$ cat src/rtl/mp_addsub_if.sv
// mp_addsub_if: start/done handshake and operand/result bus of the multi-precision add/sub sequencer
// Ports: start/op/cin/x/y driven by the requester (master); busy/done/r/cout/ovf (and zf when
// MP_ADDSUB_ZERO_EN is defined) driven by the sequencer (slave).
interface mp_addsub_if #(parameter int NBYTES = 4) ();
  localparam int W = 8 * NBYTES;
  logic start, op, cin, busy, done, cout, ovf;
  logic [W-1:0] x, y, r;
`ifdef MP_ADDSUB_ZERO_EN
  logic zf;
  modport master (output start, op, cin, x, y, input busy, done, r, cout, ovf, zf);
  modport slave (input start, op, cin, x, y, output busy, done, r, cout, ovf, zf);
`else
  modport master (output start, op, cin, x, y, input busy, done, r, cout, ovf);
  modport slave (input start, op, cin, x, y, output busy, done, r, cout, ovf);
`endif
endinterface

$ cat src/rtl/mp_addsub_seq.sv
// mp_addsub_seq: W=8*NBYTES add/subtract done one byte per cycle on a shared 8-bit add/sub unit
// Ports: clk, rst (async, active-high); bus (mp_addsub_if.slave): start/op/cin/x/y in,
// busy/done/r/cout/ovf out. Defining MP_ADDSUB_ZERO_EN adds bus.zf (all result bytes zero).
module mp_addsub_seq #(
  parameter int NBYTES = 4,
  parameter int CW = 3
) (
  input logic clk,
  input logic rst,
  mp_addsub_if.slave bus
);
  localparam int KW = (NBYTES > 1) ? $clog2(NBYTES) : 1;
  typedef enum logic [1:0] {IDLE, RUN, DONE} state_t;
  state_t state;
  logic [NBYTES-1:0][7:0] xl, yl, rb;
  logic opl, c, co, last;
  logic [CW-1:0] k;
  logic [KW-1:0] kx;
  logic [7:0] xb, yb, sb;
  logic [8:0] sum;
`ifdef MP_ADDSUB_ZERO_EN
  logic za;
`endif
  assign kx = k[KW-1:0];
  assign xb = xl[kx];
  assign yb = yl[kx];
  // c is carry for add, borrow for sub; a borrow enters the adder inverted (x + ~y + ~b)
  assign sum = {1'b0, xb} + {1'b0, yb ^ {8{opl}}} + {8'b0, c ^ opl};
  assign sb = sum[7:0];
  assign co = sum[8];
  assign last = k == CW'(NBYTES - 1);
  assign bus.r = rb;
  always_ff @(posedge clk or posedge rst)
    if (rst) begin
      state <= IDLE;
      bus.busy <= 1'b0;
      bus.done <= 1'b0;
      bus.cout <= 1'b0;
      bus.ovf <= 1'b0;
      rb <= '0;
      xl <= '0;
      yl <= '0;
      opl <= 1'b0;
      c <= 1'b0;
      k <= '0;
`ifdef MP_ADDSUB_ZERO_EN
      za <= 1'b0;
      bus.zf <= 1'b0;
`endif
    end else begin
      bus.done <= 1'b0;
      case (state)
        IDLE: if (bus.start) begin
          xl <= bus.x;
          yl <= bus.y;
          opl <= bus.op;
          c <= bus.cin;
          k <= '0;
          rb <= '0;
          bus.busy <= 1'b1;
          state <= RUN;
`ifdef MP_ADDSUB_ZERO_EN
          za <= 1'b1;
          bus.zf <= 1'b0;
`endif
        end
        RUN: begin
          rb[kx] <= sb;
          c <= co ^ opl;
          k <= k + 1'b1;
`ifdef MP_ADDSUB_ZERO_EN
          za <= za & ~|sb;
`endif
          if (last) begin
            state <= DONE;
            bus.done <= 1'b1;
            bus.busy <= 1'b0;
            bus.cout <= co ^ opl;
            // xb/yb hold the MSB byte here; operand signs equal (after sub inversion) but result sign differs
            bus.ovf <= (xb[7] == (yb[7] ^ opl)) && (sb[7] != xb[7]);
`ifdef MP_ADDSUB_ZERO_EN
            bus.zf <= za & ~|sb;
`endif
          end
        end
        default: state <= IDLE;
      endcase
    end
endmodule
$ cat src/flat_wrapper.sv
// flat-port wrapper written by rule: the top's interface ports become plain ports
module mp_addsub_seq_flat 
#(
  parameter int NBYTES = 4,
  parameter int CW = 3
)
  (clk, rst, bus_start, bus_op, bus_cin, bus_x, bus_y, bus_busy, bus_done, bus_r, bus_cout, bus_ovf);
  mp_addsub_if #(.NBYTES(NBYTES)) bus_i ();
  input logic clk;
  input logic rst;
  input wire logic [$bits(bus_i.start)-1:0] bus_start;
  input wire logic [$bits(bus_i.op)-1:0] bus_op;
  input wire logic [$bits(bus_i.cin)-1:0] bus_cin;
  input wire logic [$bits(bus_i.x)-1:0] bus_x;
  input wire logic [$bits(bus_i.y)-1:0] bus_y;
  output wire logic [$bits(bus_i.busy)-1:0] bus_busy;
  output wire logic [$bits(bus_i.done)-1:0] bus_done;
  output wire logic [$bits(bus_i.r)-1:0] bus_r;
  output wire logic [$bits(bus_i.cout)-1:0] bus_cout;
  output wire logic [$bits(bus_i.ovf)-1:0] bus_ovf;
  assign bus_i.start = bus_start;
  assign bus_i.op = bus_op;
  assign bus_i.cin = bus_cin;
  assign bus_i.x = bus_x;
  assign bus_i.y = bus_y;
  assign bus_busy = bus_i.busy;
  assign bus_done = bus_i.done;
  assign bus_r = bus_i.r;
  assign bus_cout = bus_i.cout;
  assign bus_ovf = bus_i.ovf;
  mp_addsub_seq #(.NBYTES(NBYTES), .CW(CW)) u_core (.clk(clk), .rst(rst), .bus(bus_i));
endmodule
$ cat config.mk
export PLATFORM = sky130hd
export DESIGN_NAME = mp_addsub_seq_flat
export DESIGN_NICKNAME = d
export VERILOG_FILES = /design/src/rtl/mp_addsub_if.sv /design/src/rtl/mp_addsub_seq.sv /design/src/flat_wrapper.sv
export SDC_FILE = /design/constraint.sdc
export NUM_CORES = 1
export LEC_CHECK = 0
export ABC_AREA = 1
export CORE_MARGIN = 2
export CORE_UTILIZATION = 50
export DETAILED_ROUTE_END_ITERATION = 6
export HOLD_SLACK_MARGIN = 0.03
export PLACE_DENSITY_LB_ADDON = 0.05
export SLEW_MARGIN = 20
export SYNTH_ARGS = -nofsm -noshare
export SYNTH_HDL_FRONTEND = slang
export SYNTH_SLANG_ARGS = --single-unit
$ cat constraint.sdc
create_clock -name clk -period 7 [get_ports clk]
set_input_delay 1.4 -clock clk [delete_from_list [all_inputs] [get_ports clk]]
set_output_delay 1.4 -clock clk [all_outputs]
set_load 0.05 [all_outputs]
==> run_results.csv, run 1 <==
group,metric,value,unit
route,vias,4319,
route,vias_per_cell,4.925,
sta,tns,0,ps
sta,rsz0062_at_grt,"no",
route,wirelength,11910,um
synth,yosys_warnings,0,
setup_path,criticalPathCategory,"register to register",
sta,slew-limit-headroom,0.4629,
sta,setup_violations,0,
sta,min_period,3328,ps
layout,drive_gt1_frac,0.04318,
sta,fmax,0.3005,GHz
clock_network,clock_sinks,107,
clock_network,htreeDepth,3,
clock_network,ctsHoldBuffers,0,
clock_network,cts_tree,"built",
route,drc,0,
setup_path,cp_max_fo,48,
global_route,grt_overflow,0,
min_path,hold_path.class,"register to register",
placement,hpwl,8770,um
synth,synth_area_leaders,"dfrtp_1, nand2_1, nand3_1",
sta,hold_violations,0,
sta,tightest_slew,805.7,ps
layout,fillers,892,
synth,ys_seq_area_frac,0.5200,
synth,synth.avg_cell_area,7.982,um^2
global_route,grt_max_degree,63,
sta,maxSlewViolCount,0,
global_route,grt_usage,0.2235,
global_route,grt_pass1_vias,4206,
floorplan,rows,37,
synth,synthCells,645,
setup_path,cp.arrival,3630,ps
floorplan,core,10140,um^2
synth,netlist.top_cell.by_area,"dfrtp_1",
clock_network,cts_setup_buffers,0,
route,drtAntennaViolNets,0,
synth,synth_cell_type_count,25,
synth,async_flop_share,1.000,
clock_network,cts_buffers,9,
global_route,antenna_found_initial,0,
floorplan,die_x,105.5,um
setup_path,worstPathRequired,7300,ps
placement,gp_congestion,0.8318,
status,outcome,"finished clean",
synth,synth_nets,728,
clock_network,clk_pin_slew,100,ps
route,drtIter0Drc,200,
sta,post-route-period-util,0.4754,
synth,synth_area,5149,um^2
synth,synth_edf_count,0,
layout,antenna_cells,0,
clock_network,clk_latency,370,ps
floorplan,ios,105,
floorplan,start_util,0.5078,
setup_path,cp-start-kind,"register",
route,dr.pass1.iters,5,
clock_network,clk_path_buf_depth,2,
setup_path,end_kind,"register",
floorplan,die_h,105.5,um
layout,syn2layout_area_growth,23.65,%
synth,synth-seq-cells,107,
sta,skew,13.46,ps
route,wl_per_cell,13.58,um
synth,yosysMostFrequentCell,"nand2_1",
clock_network,root_buffer,"clkbuf_8",
synth,synth_top_area_frac,0.5200,
floorplan,die_area,11130,um^2
synth,synth-main-ff-cell,"dfrtp_1",
layout,nets,821,
clock_network,cts-resized-gates,0,
job,drv_cap,0,
synth,ys_top_cells_by_count,"nand2_1, dfrtp_1, inv_1",
global_route,grt_pass1_wl,19850,um
placement,portBuffers,104,
-- through the flow --
stage	utilization	cells	area [um^2]	hold WS, ps	setup slack (ps)
global placement	0.6125	863	6210	456.2	3500
finish	0.6279	877	6366	485.2	3672
detailed placement	0.6125	863	6210	463.7	3435
CTS	0.6279	877	6366	487.7	3665
global route	0.6279	877	6366	504.0	3265
floorplan	-	645	5149	443.6	2783
-- kinds of logic after synthesis --
kind of cell / synth area share
AOI/OAI and AO/OA: 0.06343
xor gates and xnor gates: 0.02187
adders and majority gates: 0.03694
buffers and inverters: 0.07266
DFF: 0.5200
and+or+nand+nor: 0.2851
-- final timing paths --
check,slack [ps],cells past startpoint,startpoint,endpoint
max,3670,15,u_core.k[0],u_core.bus.r[12]
min,490,2,u_core.bus.r[27],u_core.bus.r[27]
max reg2reg,3670,15,u_core.k[0],u_core.bus.r[12]
min reg2reg,490,2,u_core.bus.r[27],u_core.bus.r[27]
max in group asynchronous,4350,3,rst,u_core.yl[6]
min in group asynchronous,1430,2,rst,u_core.bus.r[31]
-- critical path, stage by stage, from the launching register on --
cell	delay [ps]
dfrtp_1	820
inv_2	510
nand2_1	160
nand3_1	80
nand2_1	100
xor2_1	200
fa_1	220
inv_1	60
fa_1	400
inv_1	70
nand2_1	40
nand2_1	90
nand2_1	70
xnor2_1	290
nand2_1	80
nand2_1	60
-- sequential cells by signal (all words and copies together), names as in the netlist --
signal	flops
u_core.bus.ovf	1
u_core.yl	32
u_core.c	1
u_core.bus.cout	1
u_core.k	3
u_core.bus.done	1
u_core.state	2
u_core.xl	32
u_core.opl	1
u_core.bus.busy	1
u_core.bus.r	32
-- cells in the final DEF, fill, tap and decap left out, types with 2 or more instances in the layout --
| master | count |
|---|---|
| a21oi_1 | 15 |
| inv_2 | 10 |
| nand2_1 | 323 |
| o21ai_1 | 13 |
| clkinvlp_4 | 2 |
| ha_1 | 12 |
| o21ai_0 | 31 |
| clkbuf_8 | 9 |
| nor2_1 | 4 |
| fa_1 | 2 |
| buf_4 | 3 |
| inv_1 | 42 |
| clkdlybuf4s50_1 | 104 |
| nand3_1 | 41 |
| dfrtp_1 | 107 |
| xor2_1 | 10 |
-- final cells by class --
cell class	count	area [um^2]	area share
Clock inverter	4	28.78	0.004520
Inverter	53	201.4	0.03164
Clock buffer	10	127.6	0.02005
Timing Repair Buffer	107	1064	0.1671
Tap cell	136	170.2	0.02673
Multi-Input combinational cell	460	2097	0.3294
Sequential cell	107	2678	0.4206
-- metal layers --
| layer | wire [um] | track usage | up-vias | share of wire |
|---|---|---|---|---|
| met2 | 5710 | 0.3677 | 105 | 0.48 |
| met3 | 494 | 0.02721 | 12 | 0.041 |
| li1 | - | - | 2182 | - |
| met5 | 0 | 0 | - | 0 |
| met4 | 130 | 0.06857 | 0 | 0.011 |
| met1 | 5574 | 0.3115 | 2020 | 0.47 |
Power of run 1 is not shown: default switching activity piles up to over one toggle a cycle in this logic, so the estimate is an artifact.
==> run 2, diff against run 1 <==
clock period = 3.1 ns   (was 7 ns; I/O delays follow)
==> run 2 against run 1 <==
  * Count of clock-buffer cells in the layout up 1
  * First-iteration DRC count is 14% higher
  * Fmax is 29% higher
  * Setup slack worse by 3200 ps
  * Wire length is 0.82% lower
  * Core utilization up 0.70 points
  * Sequential cell count is the same
  * Hold slack barely moved
  * Final cell count increased by 0.91%
  * Largest cell class unchanged
==> run_results.csv, run 2 (synthesis gave the netlist of run 1 again) <==
group,metric,value,unit
global_route,grt_max_degree,57,
layout,syn2layout_area_growth,25.03,%
setup_path,worstSetupStartpoint,"u_core.k[0]",
clock_network,clk_latency,360,ps
clock_network,cts_tree,"built",
setup_path,cp.arrival,2890,ps
route,wirelength,11810,um
global_route,grt_pass1_vias,4133,
placement,portBuffers,104,
layout,final_common_cell,"nand2_1",
layout,nets,827,
min_path,min_from,"u_core.bus.r[23]",
layout,antenna_cells,0,
status,outcome,"finished clean",
layout,drive_gt1_frac,0.05207,
clock_network,clk_path_buf_depth,2,
clock_network,clk_pin_slew,100,ps
floorplan,core,10140,um^2
min_path,holdPathEnd,"u_core.bus.r[23]",
sta,fmax,0.3873,GHz
placement,place_ws,542.2,ps
floorplan,ios,105,
route,dr.pass1.iters,6,
sta,hold_violations,0,
setup_path,timing.rr.end,"u_core.bus.r[4]",
setup_path,cp_max_fo,20,
sta,tightest_slew,587.2,ps
clock_network,root_buffer,"clkbuf_8",
clock_network,cts_setup_buffers,0,
floorplan,die_area,11130,um^2
sta,slew-limit-headroom,0.6077,
floorplan,die_h,105.5,um
route,drtAntennaViolNets,0,
setup_path,cp.buffers_inverters,3,
global_route,grt_pass1_wl,19840,um
sta,skew,12.63,ps
clock_network,clock_sinks,107,
floorplan,die_x,105.5,um
clock_network,cts-resized-gates,0,
setup_path,worstPathRequired,3410,ps
sta,worst_slack,518.1,ps
global_route,grt_overflow,0,
sta,hold-worst-slack,484.9,ps
layout,final_cell_mix,"nand2_1, dfrtp_1, clkdlybuf4s50_1",
setup_path,cp_num_cells,15,
sta,min_period,2582,ps
job,drv_cap,0,
sta,post-route-period-util,0.8329,
floorplan,rows,37,
setup_path,r2r-start,"u_core.k[0]",
layout,fillers,945,
sta,setup_violations,0,
setup_path,criticalPathCategory,"register to register",
setup_path,end_kind,"register",
min_path,hold_path.class,"register to register",
min_path,whs_path_depth,2,
route,wl_per_cell,13.35,um
setup_path,cpMostUsedCell,"nand2_1",
clock_network,ctsHoldBuffers,0,
setup_path,r2r_setup_slack,520,ps
global_route,grt_usage,0.2241,
sta,tns,0,ps
layout,final_core_util,0.6350,
global_route,antenna_found_initial,0,
setup_path,crit_chain,"buf_4, nand2_1, nand3_1, nand2_1, xor2_1, fa_1, inv_1, fa_1, inv_1, nand2_1, nand2_1, nand2_1, xnor2_1, nand2_1, nand2_1",
sta,maxSlewViolCount,0,
floorplan,start_util,0.5078,
sta,rsz0062_at_grt,"no",
setup_path,critical_path.top_delay_family,"adder cells",
route,vias,4366,
setup_path,cp-start-kind,"register",
clock_network,cts_buffers,9,
clock_network,htreeDepth,3,
setup_path,rr_worst_depth,15,
route,vias_per_cell,4.933,
placement,gp_congestion,0.8548,
placement,hpwl,8934,um
setup_path,max_stage_delay,430,ps
route,drc,0,
setup_path,crit_slowest_cell,"dfrtp_1",
route,drtIter0Drc,227,
run 2: cell count changes in the layout (fill, tap and decap cells not counted):
| cell | previous run | this run |
|---|---|---|
| buf_12 | 0 | 1 |
| clkinv_4 | 0 | 1 |
| clkinvlp_4 | 2 | 3 |
| buf_4 | 3 | 8 |
| inv_4 | 1 | 0 |
| clkbuf_1 | 1 | 2 |
run 2: how the worst max path moves through the flow:
stage / end / slack, ps
global route: u_core.bus.r[4] / 160
CTS: u_core.bus.r[4] / 510
detailed placement: u_core.bus.r[4] / 540
finish: u_core.bus.r[4] / 520
floorplan: u_core.bus.r[12] / 760
global placement: u_core.bus.r[20] / 610
run 2: metrics by stage:
stage | cells | area, um^2
6_report | 885 | 6437
5_1_grt | 885 | 6437
3_5_place_dp | 869 | 6269
4_1_cts | 885 | 6437
3_3_place_gp | 869 | 6269
2_1_floorplan | 645 | 5152
run 2: routing by layer:
metal | vias to the layer above | track usage | wire, um
met1 | 2012 | 0.3169 | 5408
li1 | 2195 | - | -
met4 | 0 | 0.06190 | 152
met5 | - | 0 | 0
met2 | 144 | 0.3562 | 5561
met3 | 15 | 0.04143 | 688
run 2: area by class of cell:
type | count | area, um^2 | share of cell area
Sequential cell | 107 | 2678 | 0.4159
Multi-Input combinational cell | 460 | 2097 | 0.3258
Timing Repair Buffer | 113 | 1121 | 0.1742
Inverter | 53 | 202.7 | 0.03149
Tap cell | 136 | 170.2 | 0.02643
Clock buffer | 11 | 131.4 | 0.02041
Clock inverter | 5 | 37.54 | 0.005831
run 2: worst reg2reg max path, stage by stage (launching register included):
cell     delay [ps]
dfrtp_1         430
buf_4           220
nand2_1          70
nand3_1          70
nand2_1         100
xor2_1          210
fa_1            230
inv_1            60
fa_1            410
inv_1            70
nand2_1          50
nand2_1          90
nand2_1          70
xnor2_1         290
nand2_1          90
nand2_1          70
Power of run 2 is left out for the same reason.
==> run 3, diff against run 2 <==
clock period = 2.6 ns   (was 3.1 ns; I/O delays follow)
==> run 3 against run 2 <==
  * Fmax rose by 7.4%
  * Via count rose by 0.27%
  * Clock skew fell by 5.7 ps
  * First-iteration DRC count fell by 29%
  * Die area did not move
  * Hold slack barely moved
  * Largest cell class unchanged
  * Critical endpoint is now u_core.bus.r[23]
  * Count of clock-buffer cells in the layout did not move
  * Core utilization rose by 1.6 points
  * Critical path depth fell by 2
==> run_results.csv, run 3 (synthesis gave the netlist of run 1 again) <==
group,metric,value,unit
status,outcome,"finished clean",
route,drc,0,
min_path,hold_path.class,"register to register",
setup_path,cpMostUsedCell,"nand2_1",
floorplan,die_h,105.5,um
clock_network,clock_sinks,107,
global_route,grt_util_met3,0.02597,
setup_path,cp.arrival,2670,ps
layout,fillers,924,
setup_path,crit_slowest_cell,"dfrtp_2",
placement,hpwl,8967,um
global_route,use_met1,0.3197,
clock_network,clk_path_buf_depth,2,
sta,maxSlewViolCount,0,
setup_path,end_kind,"register",
route,drtIter0Drc,162,
placement,gp_congestion,0.8876,
sta,skew,6.966,ps
floorplan,die_x,105.5,um
placement,place_inst,874,
global_route,grt_pass1_wl,19660,um
layout,final-instance-count-excl-fill,893,
layout,drive_gt1_frac,0.07266,
layout,syn2layout_area_growth,28.19,%
layout,multi_input_area,2132,um^2
setup_path,worstPathRequired,2870,ps
setup_path,r2r_setup_slack,200,ps
floorplan,rows,37,
layout,final_cell_mix,"nand2_1, dfrtp_1, clkdlybuf4s50_1",
sta,setup_violations,0,
min_path,whs_path_depth,2,
clock_network,cts_buffers,9,
setup_path,rr_worst_depth,13,
route,wl_per_cell,13.27,um
floorplan,core,10140,um^2
route,vias_per_cell,4.903,
floorplan,die_area,11130,um^2
layout,antenna_cells,0,
global_route,antenna_found_initial,0,
global_route,grt_overflow,0,
job,drv_cap,0,
clock_network,root_buffer,"clkbuf_8",
route,dr.pass1.iters,5,
layout,seq_area,2679,um^2
global_route,grt_max_degree,73,
sta,slew-limit-headroom,0.6547,
route,drtAntennaViolNets,0,
clock_network,clk_pin_slew,90,ps
clock_network,cts_tree,"built",
clock_network,htreeDepth,3,
sta,hold_violations,0,
layout,nets,835,
setup_path,cp-start-kind,"register",
route,vias,4378,
setup_path,crit_chain,"inv_4, buf_6, buf_6, a21oi_1, o21ai_0, nand2_1, ha_1, a21oi_1, nand2_2, nand2_1, nand3_1, nand3_1, nand2_1",
placement,portBuffers,104,
sta,fmax,0.4160,GHz
sta,post-route-period-util,0.9246,
setup_path,criticalPathCategory,"register to register",
layout,final_common_cell,"nand2_1",
route,wirelength,11850,um
floorplan,ios,105,
setup_path,max_stage_delay,470,ps
global_route,grt_usage,0.2230,
global_route,grt_pass1_vias,4110,
global_route,met2_usage,0.3548,
sta,tightest_slew,516.3,ps
setup_path,cp_max_fo,20,
clock_network,clk_latency,370,ps
global_route,top_usage_layer,"met2",
floorplan,start_util,0.5078,
sta,min_period,2404,ps
-- run 3: cell types whose count changed in the layout (fill, tap and decap cells not counted), sizes merged --
cell	change
inv	-1
clkinvlp	-1
buf	+8
bufinv	+2
-- run 3: area by class of cell --
cell class | count | area share
Inverter | 53 | 0.03109
Timing Repair Buffer | 121 | 0.1826
Sequential cell | 107 | 0.4059
Clock buffer | 11 | 0.01991
Clock inverter | 5 | 0.01175
Multi-Input combinational cell | 460 | 0.3230
Tap cell | 136 | 0.02578
-- run 3: metrics by stage --
| step | setup WS, ps | setup TNS, ps | utilization | hold WS [ps] | area (um^2) |
|---|---|---|---|---|---|
| 3_5_place_dp | 53.61 | 0 | 0.6232 | 462.5 | 6319 |
| 5_1_grt | -19.15 | -30.47 | 0.6510 | 507.4 | 6600 |
| 3_3_place_gp | 184.8 | 0 | 0.6232 | 461.9 | 6319 |
| 4_1_cts | 41.02 | 0 | 0.6438 | 487.5 | 6528 |
| 6_report | 196.0 | 0 | 0.6510 | 484.8 | 6600 |
| 2_1_floorplan | 260.6 | 0 | - | 443.6 | 5152 |
-- run 3: timing repair --
item	4_1_cts	5_1_grt
hold buffers	0	0
setup buffers	0	3
setup endpoints to repair	0	23
resized for setup	0	12
-- run 3: metal layers --
| layer | up-vias | routed length (um) |
|---|---|---|
| met5 | - | 0 |
| met4 | 0 | 128 |
| met3 | 11 | 489 |
| met2 | 105 | 5563 |
| met1 | 2056 | 5669 |
| li1 | 2206 | - |
-- run 3: worst paths after layout --
check                         startpoint                to
min in group asynchronous            rst  u_core.bus.r[27]
hold / removal             u_core.xl[11]     u_core.xl[11]
setup / recovery             u_core.k[0]  u_core.bus.r[23]
max in group asynchronous            rst       u_core.k[0]
setup reg to reg             u_core.k[0]  u_core.bus.r[23]
hold reg to reg            u_core.xl[11]     u_core.xl[11]
-- run 3: critical path, delay by kind of cell, from the launching register on --
kind | cells | cell delay, ps
flip-flops | 1 | 470
AO/OA/AOI/OAI | 3 | 370
adder cells (fa/ha/maj) | 1 | 330
buffers and inverters | 3 | 420
AND/OR/NAND/NOR | 6 | 700
Power of run 3 is left out for the same reason.
